$ cat src/rtl/bp_pkg.sv
// Shared branch-predictor types: counter encoding, resolve-unit FSM states, table-update record.
// Latency: n/a (types and constants only).
// Backpressure: n/a.
package bp_pkg;

   // Default predictor geometry; table index is pc[BP_BTB_IDX_W+1:2].
   localparam int BP_XLEN      = 32;
   localparam int BP_BTB_IDX_W = 6;

   // 2-bit bimodal counter: MSB is the predicted direction.
   typedef logic [1:0] ctr2_t;

   localparam ctr2_t CTR_SNT = 2'b00;   // strongly not-taken
   localparam ctr2_t CTR_WNT = 2'b01;   // weakly not-taken
   localparam ctr2_t CTR_WT  = 2'b10;   // weakly taken
   localparam ctr2_t CTR_ST  = 2'b11;   // strongly taken

   // RUN: resolving normally. SHADOW: wrong-path bubbles after a redirect.
   typedef enum logic {
      RUN    = 1'b0,
      SHADOW = 1'b1
   } bru_state_t;

   // One BTB/BHT write as seen by the IF-stage tables (default geometry).
   typedef struct packed {
      logic [BP_BTB_IDX_W-1:0]           idx;
      logic [BP_XLEN-BP_BTB_IDX_W-3:0]   tag;
      logic [BP_XLEN-1:0]                target;
      ctr2_t                             ctr;
   } bp_update_t;

endpackage

$ cat src/rtl/bp_sat_ctr2.sv
// 2-bit saturating counter step: increment on taken, decrement on not-taken.
// Latency: combinational.
// Backpressure: none.
// Ports: ctr (current value), inc (1=count up, 0=count down), nxt (saturated result).
module bp_sat_ctr2 (
   input  logic [1:0] ctr,
   input  logic       inc,
   output logic [1:0] nxt
);
   import bp_pkg::*;

   always_comb begin
      nxt = ctr;
      if (inc) begin
         if (ctr != CTR_ST) nxt = ctr + 2'd1;
      end else begin
         if (ctr != CTR_SNT) nxt = ctr - 2'd1;
      end
   end

endmodule

$ cat src/rtl/branch_resolve_unit.sv
// EX-stage branch resolution: compares carried prediction with outcome, redirects on mispredict, writes predictor tables.
// Latency: redirect combinational (same cycle); table update registered (1 cycle).
// Backpressure: ex_stall freezes everything (no redirect/update/FSM step); redirect starts SHADOW_CYCLES ignored cycles.
// Optional: define BRU_STATS_EN to build saturating branch/mispredict counters; otherwise stat ports read 0.
// Ports:
//   clk, rstn                       clock, async active-low reset
//   ex_valid, ex_stall              EX occupancy and pipeline stall
//   ex_is_branch, ex_is_jump        instruction class (jump = always taken)
//   ex_pc                           PC of the EX instruction
//   ex_pred_taken/target/ctr        prediction made in IF
//   ex_act_taken/target             resolved outcome
//   redirect_o, redirect_pc_o       flush request and correct next PC (pc is 0 when no redirect)
//   upd_valid_o/idx_o/tag_o/target_o/ctr_o   one-cycle table write strobe and held payload
//   stat_branches_o, stat_mispred_o resolved / mispredicted counts
module branch_resolve_unit #(
   parameter int XLEN          = 32,
   parameter int BTB_IDX_W     = bp_pkg::BP_BTB_IDX_W,
   parameter int SHADOW_CYCLES = 2,
   parameter int CNT_W         = 32
) (
   input  logic                        clk,
   input  logic                        rstn,
   input  logic                        ex_valid,
   input  logic                        ex_stall,
   input  logic                        ex_is_branch,
   input  logic                        ex_is_jump,
   input  logic [XLEN-1:0]             ex_pc,
   input  logic                        ex_pred_taken,
   input  logic [XLEN-1:0]             ex_pred_target,
   input  logic [1:0]                  ex_pred_ctr,
   input  logic                        ex_act_taken,
   input  logic [XLEN-1:0]             ex_act_target,
   output logic                        redirect_o,
   output logic [XLEN-1:0]             redirect_pc_o,
   output logic                        upd_valid_o,
   output logic [BTB_IDX_W-1:0]        upd_idx_o,
   output logic [XLEN-BTB_IDX_W-3:0]   upd_tag_o,
   output logic [XLEN-1:0]             upd_target_o,
   output logic [1:0]                  upd_ctr_o,
   output logic [CNT_W-1:0]            stat_branches_o,
   output logic [CNT_W-1:0]            stat_mispred_o
);
   import bp_pkg::*;

   // Shadow counter holds values 0..SHADOW_CYCLES-1.
   localparam int SC_W = (SHADOW_CYCLES > 1) ? $clog2(SHADOW_CYCLES) : 1;

   bru_state_t        state;
   logic [SC_W-1:0]   shadow_cnt;

   logic              cf;
   logic              act_taken_eff;
   logic              mispred;
   logic [1:0]        sat_nxt;
   logic [1:0]        new_ctr;

   // A control-flow instruction is resolved only when live, not stalled and not on the wrong path.
   assign cf            = ex_valid & ~ex_stall & (ex_is_branch | ex_is_jump) & (state == RUN);
   assign act_taken_eff = ex_is_jump | ex_act_taken;

   // A correctly predicted direction still mispredicts if the taken target differs.
   assign mispred = cf & ((act_taken_eff != ex_pred_taken) |
                          (act_taken_eff & (ex_pred_target != ex_act_target)));

   assign redirect_o    = mispred;
   assign redirect_pc_o = mispred ? (act_taken_eff ? ex_act_target : ex_pc + XLEN'(4)) : '0;

   bp_sat_ctr2 u_sat_ctr2 (
      .ctr (ex_pred_ctr),
      .inc (act_taken_eff),
      .nxt (sat_nxt)
   );

   // Jumps are unconditional, so they are pinned to strongly-taken.
   assign new_ctr = ex_is_jump ? CTR_ST : sat_nxt;

   // Wrong-path suppression FSM.
   always_ff @(posedge clk or negedge rstn) begin
      if (!rstn) begin
         state      <= RUN;
         shadow_cnt <= '0;
      end else if (state == RUN) begin
         if (mispred) begin
            state      <= SHADOW;
            shadow_cnt <= SC_W'(SHADOW_CYCLES - 1);
         end
      end else begin
         // Stalled cycles do not retire wrong-path slots, so they do not count.
         if (!ex_stall) begin
            if (shadow_cnt == '0) state <= RUN;
            else                  shadow_cnt <= shadow_cnt - SC_W'(1);
         end
      end
   end

   // Table update: strobe for one cycle per resolved instruction, payload held between writes.
   always_ff @(posedge clk or negedge rstn) begin
      if (!rstn) begin
         upd_valid_o  <= 1'b0;
         upd_idx_o    <= '0;
         upd_tag_o    <= '0;
         upd_target_o <= '0;
         upd_ctr_o    <= '0;
      end else begin
         upd_valid_o <= cf;
         if (cf) begin
            upd_idx_o    <= ex_pc[BTB_IDX_W+1:2];
            upd_tag_o    <= ex_pc[XLEN-1:BTB_IDX_W+2];
            upd_target_o <= ex_act_target;
            upd_ctr_o    <= new_ctr;
         end
      end
   end

   // Instruction-aligned PCs: the byte-offset bits never reach the tables.
   logic unused_pc_lsb;
   assign unused_pc_lsb = &{1'b0, ex_pc[1:0]};

`ifdef BRU_STATS_EN
   always_ff @(posedge clk or negedge rstn) begin
      if (!rstn) begin
         stat_branches_o <= '0;
         stat_mispred_o  <= '0;
      end else begin
         if (cf && !(&stat_branches_o))     stat_branches_o <= stat_branches_o + CNT_W'(1);
         if (mispred && !(&stat_mispred_o)) stat_mispred_o  <= stat_mispred_o + CNT_W'(1);
      end
   end
`else
   assign stat_branches_o = '0;
   assign stat_mispred_o  = '0;
`endif

endmodule

$ cat config.mk
export PLATFORM = sky130hd
export DESIGN_NAME = branch_resolve_unit
export DESIGN_NICKNAME = d
export VERILOG_FILES = /design/src/rtl/bp_pkg.sv /design/src/rtl/bp_sat_ctr2.sv /design/src/rtl/branch_resolve_unit.sv
export SDC_FILE = /design/constraint.sdc
export NUM_CORES = 1
export LEC_CHECK = 0
export ABC_AREA = 1
export BUFFER_PORTS_ARGS = -buffer_cell sky130_fd_sc_hd__buf_2
export CORE_AREA = 2 2 121 123
export CTS_CLUSTER_DIAMETER = 40
export DETAILED_ROUTE_END_ITERATION = 8
export DIE_AREA = 0 0 123 125
export MAX_ROUTING_LAYER = met4
export SLEW_MARGIN = 20
export SYNTH_ARGS = -nofsm -noshare
export SYNTH_HDL_FRONTEND = slang
export SYNTH_SLANG_ARGS = --single-unit
$ cat constraint.sdc
create_clock -name clk -period 1.5 [get_ports clk]
set_input_delay 0.15 -clock clk [delete_from_list [all_inputs] [get_ports clk]]
set_output_delay 0.15 -clock clk [all_outputs]
set_load 0.005 [all_outputs]
==> results.ini <==
[outcome]
status = finished with violations
failed_checks = negative setup slack

[power]
seqPwrFrac = 0.383
p_int_mw = 4.97
p_switching_mw = 2.55
total_power_mw = 7.52
power_density_mw_per_mm2 = 1050
p_sw_frac = 0.339
p_comb_frac = 0.350
leakage_nw = 4.06
clkPwrFrac = 0.267
irDropWorstVdd_v = 0.000479

[clock_tree]
cts.path.max_buffers = 2
clock-sinks = 67
cts-root-buf = clkbuf_16
clk_latency_ps = 330
cts.clk_slew.worst_paths_ps = 60
cts_tree = yes
numCtsBuffers = 9
htree_levels = 3

[global_routing]
grt_pass1_wl_mm = 27.1
grt_max_degree = 77
antenna_found_initial = 0
grt_pass1_vias = 5114
grtUsageTotal = 0.237
gr-total-overflow = 0

[place]
io_buffers = 203
dp_hpwl_mm = 14.4
routabilityCongestion = 0.894

[critical_path]
end_kind = output pin
crit_chain = nor2_2 -> nand3_4 -> inv_2 -> o21ai_2 -> o21bai_4 -> buf_6 -> a21oi_4 -> buf_2
path_class = reg2out
rr_endpoint = upd_idx_o[1]
crit_arrival_ps = 1710
critical_path.max_fanout = 7
cp_top_family = compound AO/OA/AOI/OAI gates
r2r_cells = 7
critPathMaxStageDelay_ps = 390
setup.worst_path.start_class = flip-flop
crit_buf_inv = 3
reg2reg_from = state
critPathRequiredTime_ps = 1350
crit_slowest_cell = dfrtp_1
r2r_setup_slack_ps = 100

[finish]
antenna_cells = 0
final_common_cell = nand2_1
drive_above_1_share = 0.381
final_nets = 1150
final_cell_mix = nand2_1, buf_2, buf_4
synthToLayoutAreaGrowth_pct = 48.4

[die]
core_sq_mm = 0.0142
ioPinCount = 268
initial_core_util = 0.341
die_y_um = 125
die_area_sq_mm = 0.0154
dieWidth_um = 123
rows = 44

[timing]
hold_viol = 0
min_period_over_period = 1.24
final.setup.worst_slack_ps = -363
slew_violations = 0
fin_skew_ps = 8.22
grt_setup_unrepaired = true
period_needed_ps = 1860
finalSetupViolCount = 33
whs_ps = 102
fmax_mhz = 537

[route]
ant_nets = 0
drt_iter0_markers = 249
viasPerCell = 4.35
wirelength_mm = 17.8
remaining_drc_errors = 0
first_pass_iters = 4
routedWlPerCell_um = 14.5
vias = 5362

[synth]
synth_edf_count = 0
synth.top_cell.area_share = 0.346
ys.flop_type = dfrtp_1
ys_ff_latch = 67
syn_area_sq_mm = 0.00484
synth_top_cell_by_area = dfrtp_1
yosysSeqAreaShare = 0.346
avgSynthCellArea_sq_um = 6.61
async_flop_share = 1.00
yosysUniqueCellTypes = 29
synthTopCellsByArea = dfrtp_1, nand2_1, buf_4
yosysWarnings = 0
synthCells = 733

[min_path]
hp-class = in2reg
whs_endpoint = upd_tag_o[23]
min_from = ex_pc[31]
whs_path_depth = 3

[run]
drv_cap = 0

==> synth_stat cells (all sizes together) (2+ instances only) <==
| cell | number |
|---|---|
| nor2 | 92 |
| inv | 80 |
| or2 | 3 |
| nand3 | 25 |
| a21oi | 34 |
| clkbuf | 11 |
| o21ai | 70 |
| maj3 | 2 |
| nand4 | 2 |
| nor3 | 13 |
| buf | 75 |
| xnor2 | 11 |
| nand2 | 235 |
| dfrtp | 67 |
| xor2 | 9 |
==> power groups by stage <==
| stage | combinational [mW] | sequential (mW) | clock [mW] |
|---|---|---|---|
| 6_report | 2.63 | 2.88 | 2.01 |
| 5_1_grt | 2.98 | 2.97 | 2.12 |
| 4_1_cts | 2.61 | 2.88 | 2.06 |
| 3_5_place_dp | 2.53 | 2.90 | 0 |
| 3_3_place_gp | 2.51 | 2.88 | 0 |
| 2_1_floorplan | 1.10 | 2.95 | 0 |
==> metrics by stage <==
| step | std cells | TNS, ps | setup slack (ps) | instance area, sq um | util |
|---|---|---|---|---|---|
| after floorplan | 796 | 0 | 78.0 | 5080 | - |
| after global placement | 1211 | -10290 | -345 | 6650 | 0.468 |
| after detailed placement | 1211 | -9660 | -324 | 6650 | 0.468 |
| after CTS | 1232 | -11360 | -367 | 7070 | 0.498 |
| after global routing | 1232 | -14010 | -465 | 7190 | 0.506 |
| final | 1232 | -10260 | -363 | 7190 | 0.506 |
==> metal layers <==
layer | vias up | track usage | share of wire
met2 | 185 | 0.381 | 0.47
met4 | 0 | 0.0555 | 0.012
met3 | 14 | 0.0287 | 0.051
met1 | 2400 | 0.318 | 0.46
met5 | - | - | 0
li1 | 2763 | - | -
==> sequential cells by signal, indices dropped and copies added (netlist names) <==
signal        cells
shadow_cnt        1
state             1
upd_ctr_o         2
upd_idx_o         6
upd_tag_o        24
upd_target_o     32
upd_valid_o       1
==> repair_timing <==
| item | 4_1_cts | 5_1_grt |
|---|---|---|
| hold buffers | 1 | 0 |
| hold endpoints to repair | 25 | 0 |
| setup buffers | 2 | 0 |
| cloned | 2 | 0 |
| endpoints found under the setup margin | 34 | 44 |
| pin swaps | 5 | 7 |
| gates resized for setup | 27 | 39 |
==> worst min-delay path, delay by kind of cell <==
kind / cells / cell delay [ps]
buffers and inverters: 2 / 150
AOI/OAI and AO/OA: 1 / 70
==> kinds of logic after synthesis <==
family / share of synthesized area
flops: 0.346
buf+inv: 0.185
fa+ha+maj: 0.00672
xor+xnor: 0.0362
simple gates: 0.314
compound gates: 0.111
other cells: 0.000774
==> layout make-up <==
cell class / count / area (sq um)
Sequential cell: 67 / 1680
Fill cell: 1494 / 7010
Tap cell: 184 / 230
Clock buffer: 14 / 264
Inverter: 80 / 300
Timing Repair Buffer: 322 / 2010
Multi-Input combinational cell: 563 / 2700
Clock inverter: 2 / 10.0
==> worst max path at each step <==
| stage | from | slack [ps] | cells after the start | end |
|---|---|---|---|---|
| 3_3_place_gp | ex_pred_target[11] | -340 | 12 | redirect_pc_o[10] |
| 4_1_cts | state | -370 | 8 | redirect_pc_o[4] |
| 2_1_floorplan | state | 80 | 7 | redirect_pc_o[16] |
| 5_1_grt | state | -460 | 8 | redirect_pc_o[20] |
| 6_report | state | -360 | 8 | redirect_pc_o[4] |
| 3_5_place_dp | ex_pred_target[11] | -320 | 12 | redirect_pc_o[4] |
Power figures use the tool's default switching activity.
